$ cat src/rtl/nrisc_fetch_issue.sv
// nRisc fetch/issue sequencer: owns the PC, fetches one 8-bit instruction at a time,
// issues its FuncCode to the registered control decoder, and uses the decoder's
// HALT/Branch outputs to choose the next PC.
//
// Handshakes:
//   imem_req/imem_valid : a fetch completes on a rising clock edge where imem_req=1
//                         and imem_valid=1. imem_valid is ignored when imem_req=0.
//   exec_done           : EXEC completes on a rising clock edge with exec_done=1,
//                         unless HALT=1, which wins and moves to HALTED.
//   resume              : a one-cycle pulse, honoured only while halted.
module nrisc_fetch_issue #(
  parameter int                    PC_WIDTH  = 8,
  parameter logic [PC_WIDTH-1:0]   RESET_PC  = '0,
  parameter int                    CNT_WIDTH = 16
) (
  input  logic                 clock,
  input  logic                 reset_n,
  output logic                 imem_req,
  output logic [PC_WIDTH-1:0]  imem_addr,
  input  logic [7:0]           imem_data,
  input  logic                 imem_valid,
  output logic [2:0]           FuncCode,
  output logic [7:0]           instr,
  output logic                 instr_valid,
  input  logic                 HALT,
  input  logic                 Branch,
  input  logic                 branch_cond,
  input  logic [PC_WIDTH-1:0]  branch_target,
  input  logic                 exec_done,
  input  logic                 resume,
  output logic [PC_WIDTH-1:0]  pc,
  output logic                 halted,
  output logic [CNT_WIDTH-1:0] retired_cnt,
  output logic [1:0]           dbg_state
);

  typedef enum logic [1:0] {
    S_FETCH  = 2'd0,
    S_ISSUE  = 2'd1,
    S_EXEC   = 2'd2,
    S_HALTED = 2'd3
  } state_t;

  state_t               r_state;
  logic [PC_WIDTH-1:0]  r_pc;
  logic [7:0]           r_instr;
  logic [2:0]           r_func;
  logic [CNT_WIDTH-1:0] r_cnt;

  // Sequencer: state, PC, latched instruction and retired count.
  // HALT/Branch that are not a clean 1 fall through to the "not taken" path.
  always_ff @(posedge clock or negedge reset_n) begin
    if (!reset_n) begin
      r_state <= S_FETCH;
      r_pc    <= RESET_PC;
      r_instr <= 8'h00;
      r_func  <= 3'b111;
      r_cnt   <= '0;
    end else begin
      case (r_state)
        S_FETCH: begin
          if (imem_valid) begin
            r_instr <= imem_data;
            r_func  <= imem_data[7:5];
            r_state <= S_ISSUE;
          end
        end
        S_ISSUE: begin
          // decoder captures FuncCode on this edge
          r_state <= S_EXEC;
        end
        S_EXEC: begin
          if (HALT) begin
            r_state <= S_HALTED;
          end else if (exec_done) begin
            if (Branch && branch_cond) begin
              r_pc <= branch_target;
            end else begin
              r_pc <= r_pc + PC_WIDTH'(1);
            end
            r_cnt   <= r_cnt + CNT_WIDTH'(1);
            r_state <= S_FETCH;
          end
        end
        S_HALTED: begin
          if (resume) begin
            r_pc    <= r_pc + PC_WIDTH'(1);
            r_state <= S_FETCH;
          end
        end
        default: r_state <= S_FETCH;
      endcase
    end
  end

  // Outputs: registers or pure decodes of the current state.
  always_comb begin
    imem_req    = (r_state == S_FETCH);
    imem_addr   = r_pc;
    pc          = r_pc;
    instr       = r_instr;
    FuncCode    = r_func;
    instr_valid = (r_state == S_ISSUE) || (r_state == S_EXEC);
    halted      = (r_state == S_HALTED);
    retired_cnt = r_cnt;
    dbg_state   = r_state;
  end

endmodule

$ cat config.mk
export PLATFORM = sky130hd
export DESIGN_NAME = nrisc_fetch_issue
export DESIGN_NICKNAME = d
export VERILOG_FILES = /design/src/rtl/nrisc_fetch_issue.sv
export SDC_FILE = /design/constraint.sdc
export NUM_CORES = 1
export LEC_CHECK = 0
export ABC_AREA = 1
export CAP_MARGIN = 10
export CORE_MARGIN = 2
export CORE_UTILIZATION = 45
export DETAILED_ROUTE_END_ITERATION = 6
export GPL_ROUTABILITY_DRIVEN = 0
export GPL_TIMING_DRIVEN = 0
export PLACE_DENSITY = 0.77
export SLEW_MARGIN = 20
export SYNTH_ARGS = -nofsm -noshare
export SYNTH_HDL_FRONTEND = slang
export SYNTH_SLANG_ARGS = --single-unit
export TNS_END_PERCENT = 10
$ cat constraint.sdc
create_clock -name clock -period 2 [get_ports clock]
set_input_delay 0.4 -clock clock [delete_from_list [all_inputs] [get_ports clock]]
set_output_delay 0.4 -clock clock [all_outputs]
set_load 0.05 [all_outputs]
# [Word level (Yosys, flattened, before mapping)]
# Index checks and enable logic that the tools add are counted.
[classes] addsub=2 n_eq_ne=8 mux=10 n_bitwise=1 reduce_logical=8
[op_table] operator="$mux W8" n=4
[op_table] operator="$add A16 B1 Y16 const B" n=1
[op_table] operator="$pmux W8 S2" n=1
[op_table] operator="$add A8 B1 Y8 const B" n=1
[op_table] operator="$mux W2" n=4
[op_table] operator="$pmux W2 S4" n=1
[op_table] operator="$ne A2 B2 Y1 const B" n=3
[op_table] operator="$reduce_and A3 Y1" n=2
[op_table] operator="$eq A2 B2 Y1 const B" n=2
[op_table] operator="$reduce_and A4 Y1" n=1
[op_table] operator="$ne A3 B3 Y1 const B" n=1
[op_table] operator="$eq A2 B1 Y1 const B" n=1
[op_table] operator="$logic_not A2 Y1" n=1
[op_table] operator="$ne A2 B1 Y1 const B" n=1
[op_table] operator="$reduce_and A2 Y1" n=1
[op_table] operator="$reduce_bool A2 Y1" n=1
[op_table] operator="$logic_and A1 B1 Y1" n=1
[op_table] operator="$logic_or A1 B1 Y1" n=1
[op_table] operator="$not A1 Y1" n=1
[word_totals] ff_bits=37 out_inout_bits=48 wordCells=34

# [Depth between registers and ports, before layout]
# Gate-level depths: netlist (run 1).
[logic_depth] ltp_word=5 depth_mapped=10 depth_no_buf=9

# [Least setup slack after synthesis (run 1)]
# No wires, ideal clock.
[synth_path] path_kind="register -> register" startpoint="reg r_state[1] (netlist: dbg_state[1])" endpoint="reg r_pc[4] (netlist: imem_addr[4])" setup_time_ns=0.127 arrival_ns=1.935 required_ns=1.873 setup_slack_ns=-0.062 stages_incl_launch_ff=8 n_path_buf=1 path_cell_list="dfrtp_1 ha_1 nor2_1 inv_1 buf_2 nand3_1 nand2_1 o21ai_0"
[synth_between] elab_chain_len=3
[synth_rtl] item="from (decl)" line="44" rtl="state_t r_state;"
[synth_rtl] item="from (signal assigned)" line="54" rtl="r_state <= S_FETCH;"
[synth_rtl] item="from (signal assigned)" line="65" rtl="r_state <= S_ISSUE;"
[synth_rtl] item="from (signal assigned)" line="70" rtl="r_state <= S_EXEC;"
[synth_rtl] item="$eq A2 B2 Y1 *"
[synth_rtl] item="via halted" line="32" rtl="output logic halted,"
[synth_rtl] item="$ne A2 B2 Y1 (no source line) / $reduce_bool A2 Y1 (equally long branches)"
[synth_rtl] item="$reduce_and A4 Y1 (no source line)"
[synth_rtl] item="to (signal assigned)" line="77" rtl="r_pc <= branch_target;"
[synth_rtl] item="to (signal assigned)" line="79" rtl="r_pc <= r_pc + PC_WIDTH'(1);"
[synth_rtl] item="to (signal assigned)" line="87" rtl="r_pc <= r_pc + PC_WIDTH'(1);"
[synth_rtl] item="to (decl)" line="45" rtl="logic [PC_WIDTH-1:0] r_pc;"
# The timed path passes the listed nets; every way through them passes the cells marked *.
# A chain may end at the register's enable or synchronous reset.

# [Worst setup path after layout (run 1)]
[layout_path] startpoint="reg r_cnt[2] (netlist: retired_cnt[2])" endpoint="out retired_cnt[2]"
[layout_rtl] item="from (decl)" line="48" rtl="logic [CNT_WIDTH-1:0] r_cnt;"
[layout_rtl] item="from (signal assigned)" line="81" rtl="r_cnt <= r_cnt + CNT_WIDTH'(1);"
[layout_rtl] item="to (decl)" line="33" rtl="output logic [CNT_WIDTH-1:0] retired_cnt,"
# No word-level cell between the ends.

==> results of run 1 <==
[final cells by class]
| cell class | instances | area [um2] | share of cell area (%) |
|---|---|---|---|
| repair buffers | 72 | 711.9 | 24.53 |
| clock inverters | 1 | 30.03 | 1.034 |
| plain buffers | 11 | 80.08 | 2.759 |
| clock buffers | 7 | 86.33 | 2.974 |
| well taps | 52 | 65.06 | 2.241 |
| flip-flops and latches | 37 | 929.6 | 32.03 |
| inverters | 30 | 112.6 | 3.879 |
| multi-input cells | 167 | 887.1 | 30.56 |
[synth_stat cells, drive strengths merged]
master	instances	area share, %
nand2	79	15
buf	10	3.8
nand3	15	4.4
a21oi	1	0.25
xnor2	4	1.7
nor3	2	0.50
inv	30	5.6
nor2	31	7.9
o31ai	1	0.37
nand4	6	1.9
nand3b	1	0.37
o21a	1	0.37
mux2	1	0.56
dfstp	3	3.9
clkbuf	1	0.19
o21ai	11	2.9
dfrtp	34	42
xor2	8	3.9
ha	6	3.7
[logic make-up after synthesis]
family                     synth area share (%)
xor gates and xnor gates                  5.611
buffers and inverters                     9.601
muxes                                    0.5611
adders and majority gates                 3.741
AOI/OAI and AO/OA                         3.927
and+or+nand+nor                           30.24
DFF                                       46.32
[worst paths after layout]
kind | slack [ps] | to | cells past startpoint | from
setup / recovery | 50 | retired_cnt[2] | 1 | retired_cnt[2]
hold / removal | 20 | imem_addr[6] | 1 | reset_n
setup reg to reg | 320 | imem_addr[1] | 8 | dbg_state[0]
hold reg to reg | 470 | FuncCode[2] | 2 | FuncCode[2]
max in group asynchronous | 1460 | FuncCode[0] | 2 | reset_n
min in group clock | 470 | FuncCode[2] | 2 | FuncCode[2]
[stage by stage]
step           util (%)  power (mW)
5_1_grt           67.13       5.001
2_1_floorplan         -       3.237
6_report          67.13       4.714
3_3_place_gp      64.41       4.097
4_1_cts           66.84       4.769
3_5_place_dp      64.76       4.157
[repair_timing]
action | in CTS | in global routing
gates resized for setup | 19 | 8
hold buffers | 0 | 0
setup endpoints to repair | 16 | 8
[power by group through the flow]
stage / Combinational [mW] / Sequential (mW) / Clock, mW
after floorplan: 1.19 / 2.05 / 0
after global placement: 2.84 / 1.25 / 0
after detailed placement: 2.89 / 1.27 / 0
after CTS: 2.83 / 1.26 / 0.682
after global routing: 2.98 / 1.30 / 0.716
final: 2.79 / 1.25 / 0.670
[metal layers]
layer / up-vias / track usage, % / part of all wire, %
met3: 5 / 5.983 / 8.2
met1: 827 / 23.00 / 40
met4: 0 / 6.289 / 1.3
met2: 55 / 34.27 / 50
li1: 906 / - / -
met5: - / 0 / 0
[registers in the layout (all words and copies together) (netlist names)]
signal       flops
retired_cnt     16
imem_addr        8
dbg_state        2
FuncCode         3
instr            8
==> flow_results.xml, run 1 <==
<?xml version="1.0" encoding="UTF-8"?>
<metrics>
  <group name="clock_network">
    <metric name="post-cts-setup-buffer-count" unit="">0</metric>
    <metric name="tritoncts.num_buffers" unit="">5</metric>
    <metric name="tritoncts" unit="">yes</metric>
    <metric name="ctsLongestPathBuffers" unit="">2</metric>
    <metric name="cts.sink_count" unit="">37</metric>
    <metric name="clockRootBuffer" unit="">clkbuf_8</metric>
    <metric name="h_tree_lvls" unit="">2</metric>
    <metric name="post_cts_clock_slew_at_the_launch_and_capture_registers_of_the_worst_setup_and_hold_paths" unit="ps">70</metric>
    <metric name="clk_latency" unit="ps">290</metric>
  </group>
  <group name="power_and_ir_drop">
    <metric name="static-leakage-power" unit="nW">1.605</metric>
    <metric name="power_density" unit="nW/um2">1624</metric>
    <metric name="clockPowerShare" unit="%">14.2</metric>
    <metric name="p_sw" unit="mW">2.389</metric>
    <metric name="sw_frac_of_total" unit="%">50.67</metric>
    <metric name="vdd_ir_drop_max" unit="V">0.001180</metric>
    <metric name="power_report.internal_total" unit="mW">2.325</metric>
    <metric name="pwr-share-seq" unit="%">26.6</metric>
    <metric name="power.combinational.fraction" unit="%">59.2</metric>
  </group>
  <group name="synth">
    <metric name="seq_area_frac_synth" unit="%">46.32</metric>
    <metric name="synth_warnings" unit="">0</metric>
    <metric name="synth_cells" unit="">245</metric>
    <metric name="post_synth_instance_area" unit="um2">2007</metric>
    <metric name="synth.ff_latch_count" unit="">37</metric>
    <metric name="syn_area_per_cell" unit="um2">8.192</metric>
    <metric name="synth_fp_nets" unit="">275</metric>
    <metric name="yosysUniqueCellTypes" unit="">30</metric>
  </group>
  <group name="global_routing">
    <metric name="via_count_of_the_first_global_routing_pass" unit="">1807</metric>
    <metric name="grt_first_pass_wirelength" unit="um">7872</metric>
    <metric name="pin_count_of_the_biggest_net_entering_global_routing" unit="">25</metric>
    <metric name="grt.total_usage" unit="%">19.59</metric>
    <metric name="global_route.overflow_total" unit="">0</metric>
    <metric name="antenna_violations_before_repair" unit="">0</metric>
  </group>
  <group name="die">
    <metric name="coreArea" unit="um2">4324</metric>
    <metric name="fp-row-count" unit="">24</metric>
    <metric name="dieWidth" unit="um">70.78</metric>
    <metric name="floorplan.initialDensity" unit="%">46.41</metric>
    <metric name="design.portCount" unit="">72</metric>
    <metric name="die_outline_area" unit="um2">5010</metric>
    <metric name="die-height" unit="um">70.78</metric>
  </group>
  <group name="critical_path">
    <metric name="cp_slowest_stage_delay" unit="ps">850</metric>
    <metric name="arrival" unit="ps">1550</metric>
    <metric name="required_time_at_the_worst_slack_endpoint" unit="ps">1600</metric>
    <metric name="timing.critical_path.cells" unit="">clkdlybuf4s50_1</metric>
    <metric name="start_kind" unit="">flip-flop</metric>
    <metric name="cp.buffers_inverters" unit="">1</metric>
    <metric name="worstSetupEndpointType" unit="">output port</metric>
    <metric name="path_class" unit="">flip-flop to output port</metric>
    <metric name="worst_path_dominant_cell_family" unit="">buffers and inverters</metric>
    <metric name="timing.critical_path.slowest_stage_cell" unit="">clkdlybuf4s50_1</metric>
    <metric name="critPathMaxFanout" unit="">4</metric>
  </group>
  <group name="placement">
    <metric name="hpwlAfterDp" unit="um">3475</metric>
    <metric name="numPlacedInstances" unit="">369</metric>
    <metric name="placement.setup.worst_slack" unit="ps">3.132</metric>
    <metric name="numPortBuffers" unit="">71</metric>
    <metric name="postPlaceCellArea" unit="um2">2800</metric>
  </group>
  <group name="sta">
    <metric name="summed_negative_setup_slack_over_all_endpoints" unit="ps">0</metric>
    <metric name="post-route-worst-setup-slack" unit="ps">47.42</metric>
    <metric name="fin_worst_hold_slack" unit="ps">16.00</metric>
    <metric name="maxSlewHeadroom" unit="%">65.15</metric>
    <metric name="setup_viol_count_final" unit="">0</metric>
    <metric name="setup_repair_after_global_routing_missed_its_margin" unit="">no</metric>
    <metric name="finalClockSkew" unit="ps">4.132</metric>
    <metric name="post-route-period-util" unit="%">97.63</metric>
    <metric name="number_of_hold_violations_in_the_final_report" unit="">0</metric>
    <metric name="finalCriticalPeriod" unit="ps">1953</metric>
    <metric name="max_clock_freq" unit="MHz">512.1</metric>
    <metric name="worst_slew_pin_slew" unit="ps">521.1</metric>
    <metric name="total_count_of_max_transition_violations_in_the_final_report" unit="">0</metric>
  </group>
  <group name="layout">
    <metric name="num_antenna_cells" unit="">0</metric>
    <metric name="final-instance-count-excl-fill" unit="">377</metric>
    <metric name="layout.cells.most_common_list" unit="">nand2_1 (77), clkdlybuf4s50_1 (47), dfrtp_1 (34)</metric>
    <metric name="area.growth.synth_to_final" unit="%">44.64</metric>
    <metric name="post_route_cells_drive_above_1_share" unit="%">13.54</metric>
    <metric name="fin_nets" unit="">354</metric>
    <metric name="final_design_area_no_fill" unit="um2">2903</metric>
    <metric name="most_common_cell_after_layout_fill_and_taps_aside" unit="">nand2_1</metric>
    <metric name="nFillCells" unit="">365</metric>
  </group>
  <group name="route">
    <metric name="avgRoutedWirePerCell" unit="um">12.01</metric>
    <metric name="detailroute.via_count" unit="">1793</metric>
    <metric name="drt_pre_antenna_iters" unit="">4</metric>
    <metric name="drt_iter0_drcs" unit="">101</metric>
    <metric name="post-route-drc-count" unit="">0</metric>
    <metric name="wl" unit="um">4527</metric>
    <metric name="drtAntennaViolNets" unit="">0</metric>
    <metric name="vias_per_cell" unit="">4.756</metric>
  </group>
  <group name="status">
    <metric name="status" unit="">finished, final reports clean</metric>
  </group>
  <group name="flow_run">
    <metric name="cap_violations" unit="">0</metric>
  </group>
  <group name="hold_path">
    <metric name="worst_hold_path_type" unit="">input port to async pin</metric>
  </group>
</metrics>
Note: power is estimated with default switching activity, not from simulation.
==> inputs of run 2 (changes only) <==
- CORE_ASPECT_RATIO: default -> 1.4
- RECOVER_POWER: default -> 50
==> run 2 against run 1 <==
Sequential cell count unchanged. Wire length down 9.2%. Non-clock buffer count stayed put. Total power shrank 4.3%. Fmax decreased by 0.12%. Count of clock-buffer cells in the layout unchanged. Sequential share of layout area grew 0.31 points. Final cell count grew 2.1%. Highest routed layer unchanged. Via count rose by 0.28%. Die area up 0.15%. Worst hold slack improved by 270 ps. Register-to-register slack barely moved.
==> flow_results.xml, run 2 (same netlist as run 1, synthesis figures left out) <==
<?xml version="1.0" encoding="UTF-8"?>
<metrics>
  <group name="route">
    <metric name="post-route-drc-count" unit="">0</metric>
    <metric name="drt_pre_antenna_iters" unit="">4</metric>
    <metric name="wl" unit="um">4111</metric>
    <metric name="drtAntennaViolNets" unit="">0</metric>
    <metric name="avgRoutedWirePerCell" unit="um">10.68</metric>
    <metric name="detailroute.via_count" unit="">1798</metric>
    <metric name="vias_per_cell" unit="">4.670</metric>
    <metric name="drt_iter0_drcs" unit="">84</metric>
  </group>
  <group name="layout">
    <metric name="layout.cells.most_common_list" unit="">nand2_1 (77), clkdlybuf4s50_1 (47), dfrtp_1 (34)</metric>
    <metric name="area.growth.synth_to_final" unit="%">43.27</metric>
    <metric name="nFillCells" unit="">396</metric>
    <metric name="fin_nets" unit="">354</metric>
    <metric name="num_antenna_cells" unit="">0</metric>
    <metric name="flip_flop_count_of_the_largest_register_after_layout" unit="">16</metric>
    <metric name="final_design_area_no_fill" unit="um2">2875</metric>
    <metric name="most_common_cell_after_layout_fill_and_taps_aside" unit="">nand2_1</metric>
    <metric name="post_route_cells_drive_above_1_share" unit="%">11.08</metric>
  </group>
  <group name="clock_network">
    <metric name="clockRootBuffer" unit="">clkbuf_8</metric>
    <metric name="h_tree_lvls" unit="">2</metric>
    <metric name="postCtsResizedCells" unit="">16</metric>
    <metric name="tritoncts" unit="">yes</metric>
    <metric name="post_cts_hold_buffer_count" unit="">0</metric>
    <metric name="post_cts_clock_slew_at_the_launch_and_capture_registers_of_the_worst_setup_and_hold_paths" unit="ps">80</metric>
    <metric name="ctsLongestPathBuffers" unit="">2</metric>
    <metric name="post-cts-setup-buffer-count" unit="">0</metric>
    <metric name="clk_latency" unit="ps">280</metric>
    <metric name="cts.sink_count" unit="">37</metric>
    <metric name="tritoncts.num_buffers" unit="">5</metric>
  </group>
  <group name="sta">
    <metric name="number_of_hold_violations_in_the_final_report" unit="">0</metric>
    <metric name="finalClockSkew" unit="ps">7.302</metric>
    <metric name="worst_slew_pin_slew" unit="ps">1083</metric>
    <metric name="maxSlewHeadroom" unit="%">27.82</metric>
    <metric name="setup_viol_count_final" unit="">0</metric>
    <metric name="fin_worst_hold_slack" unit="ps">288.4</metric>
    <metric name="total_count_of_max_transition_violations_in_the_final_report" unit="">0</metric>
    <metric name="setup_repair_after_global_routing_missed_its_margin" unit="">yes</metric>
    <metric name="summed_negative_setup_slack_over_all_endpoints" unit="ps">0</metric>
    <metric name="finalCriticalPeriod" unit="ps">1955</metric>
    <metric name="post-route-period-util" unit="%">97.74</metric>
    <metric name="max_clock_freq" unit="MHz">511.6</metric>
  </group>
  <group name="die">
    <metric name="die-height" unit="um">83.02</metric>
    <metric name="dieWidth" unit="um">60.44</metric>
    <metric name="floorplan.initialDensity" unit="%">46.96</metric>
    <metric name="die_outline_area" unit="um2">5017</metric>
    <metric name="design.portCount" unit="">72</metric>
    <metric name="fp-row-count" unit="">28</metric>
    <metric name="coreArea" unit="um2">4274</metric>
  </group>
  <group name="global_routing">
    <metric name="grt.total_usage" unit="%">17.85</metric>
    <metric name="via_count_of_the_first_global_routing_pass" unit="">1751</metric>
    <metric name="grt_first_pass_wirelength" unit="um">7079</metric>
    <metric name="antenna_violations_before_repair" unit="">0</metric>
    <metric name="pin_count_of_the_biggest_net_entering_global_routing" unit="">21</metric>
    <metric name="global_route.overflow_total" unit="">0</metric>
  </group>
  <group name="critical_path">
    <metric name="timing.critical_path.slowest_stage_cell" unit="">clkdlybuf4s50_1</metric>
    <metric name="start_kind" unit="">flip-flop</metric>
    <metric name="worstSetupEndpointType" unit="">output port</metric>
    <metric name="cp_slowest_stage_delay" unit="ps">840</metric>
    <metric name="cp.buffers_inverters" unit="">1</metric>
    <metric name="critPathMaxFanout" unit="">4</metric>
    <metric name="crit-reg2reg-launch" unit="">dbg_state[0]</metric>
    <metric name="arrival" unit="ps">1550</metric>
    <metric name="required_time_at_the_worst_slack_endpoint" unit="ps">1600</metric>
    <metric name="path_class" unit="">flip-flop to output port</metric>
    <metric name="timing.critical_path.cells" unit="">clkdlybuf4s50_1</metric>
    <metric name="worstSetupStartpoint" unit="">retired_cnt[10]</metric>
    <metric name="worst_path_dominant_cell_family" unit="">buffers and inverters</metric>
  </group>
  <group name="power_and_ir_drop">
    <metric name="vdd_ir_drop_max" unit="V">0.001024</metric>
    <metric name="pwr-share-seq" unit="%">27.4</metric>
    <metric name="power_report.internal_total" unit="mW">2.161</metric>
    <metric name="p_sw" unit="mW">2.352</metric>
    <metric name="static-leakage-power" unit="nW">1.589</metric>
    <metric name="clockPowerShare" unit="%">12.6</metric>
    <metric name="sw_frac_of_total" unit="%">52.12</metric>
    <metric name="power" unit="mW">4.512</metric>
    <metric name="power_density" unit="nW/um2">1569</metric>
    <metric name="power.combinational.fraction" unit="%">60.0</metric>
  </group>
  <group name="placement">
    <metric name="hpwlAfterDp" unit="um">3170</metric>
    <metric name="numPortBuffers" unit="">71</metric>
    <metric name="postPlaceCellArea" unit="um2">2818</metric>
  </group>
  <group name="flow_run">
    <metric name="cap_violations" unit="">0</metric>
  </group>
  <group name="status">
    <metric name="status" unit="">finished, final reports clean</metric>
  </group>
  <group name="hold_path">
    <metric name="worst_hold_path_type" unit="">input port to async pin</metric>
  </group>
</metrics>
[run 2: cell types whose count changed in the layout (fill, tap and decap cells not counted)]
cell,before,now
buf_4,16,8
clkbuf_1,2,10
dlygate4sd2_1,6,4
dlymetal6s2s_1,7,9
buf_12,1,0
buf_16,0,1
buf_2,2,1
bufinv_16,1,0
clkbuf_2,1,2
clkbuf_8,6,7
clkdlybuf4s15_2,1,0
clkinv_2,0,1
[run 2: layer usage]
metal | vias up | share of wire, % | global-route usage [%]
li1 | 912 | - | -
met5 | - | 0 | 0
met1 | 823 | 41 | 20.42
met3 | 8 | 7.7 | 5.452
met2 | 55 | 49 | 30.14
met4 | 0 | 1.8 | 6.917
[run 2: area by class of cell]
cell class                 instances  area, um2  share of cell area (%)
tap                               60      75.07                   2.611
clock inverter                     1      5.005                  0.1741
buffer                            11      80.08                   2.785
sequential                        37      929.6                   32.33
inverter                          30      112.6                   3.916
multi-input combinational        167      887.1                   30.85
clock buffer                       7      96.34                   3.351
timing repair buffer              72      689.4                   23.98
[run 2: stage by stage]
stage | std cells | util (%) | worst slack [ps]
after floorplan | 245 | - | 106.6
after global placement | 376 | 65.40 | -355.7
after detailed placement | 377 | 65.93 | 17.96
after CTS | 385 | 67.71 | 3.950
after global routing | 385 | 67.27 | -1.014
final | 385 | 67.27 | 45.17
[run 2: final timing paths]
kind / endpoint / slack, ps / cells past startpoint
setup / recovery: retired_cnt[10] / 50 / 1
max in group asynchronous: FuncCode[1] / 980 / 2
hold / removal: imem_addr[0] / 290 / 1
hold reg to reg: FuncCode[2] / 470 / 2
setup reg to reg: retired_cnt[9] / 320 / 7
min in group clock: FuncCode[2] / 470 / 2
[run 2: power by group through the flow]
stage / clock network, mW / logic, mW / registers (mW)
2_1_floorplan: 0 / 1.19 / 2.05
3_3_place_gp: 0 / 2.84 / 1.25
3_5_place_dp: 0 / 2.88 / 1.25
4_1_cts: 0.588 / 2.82 / 1.24
5_1_grt: 0.616 / 2.91 / 1.28
6_report: 0.567 / 2.71 / 1.24
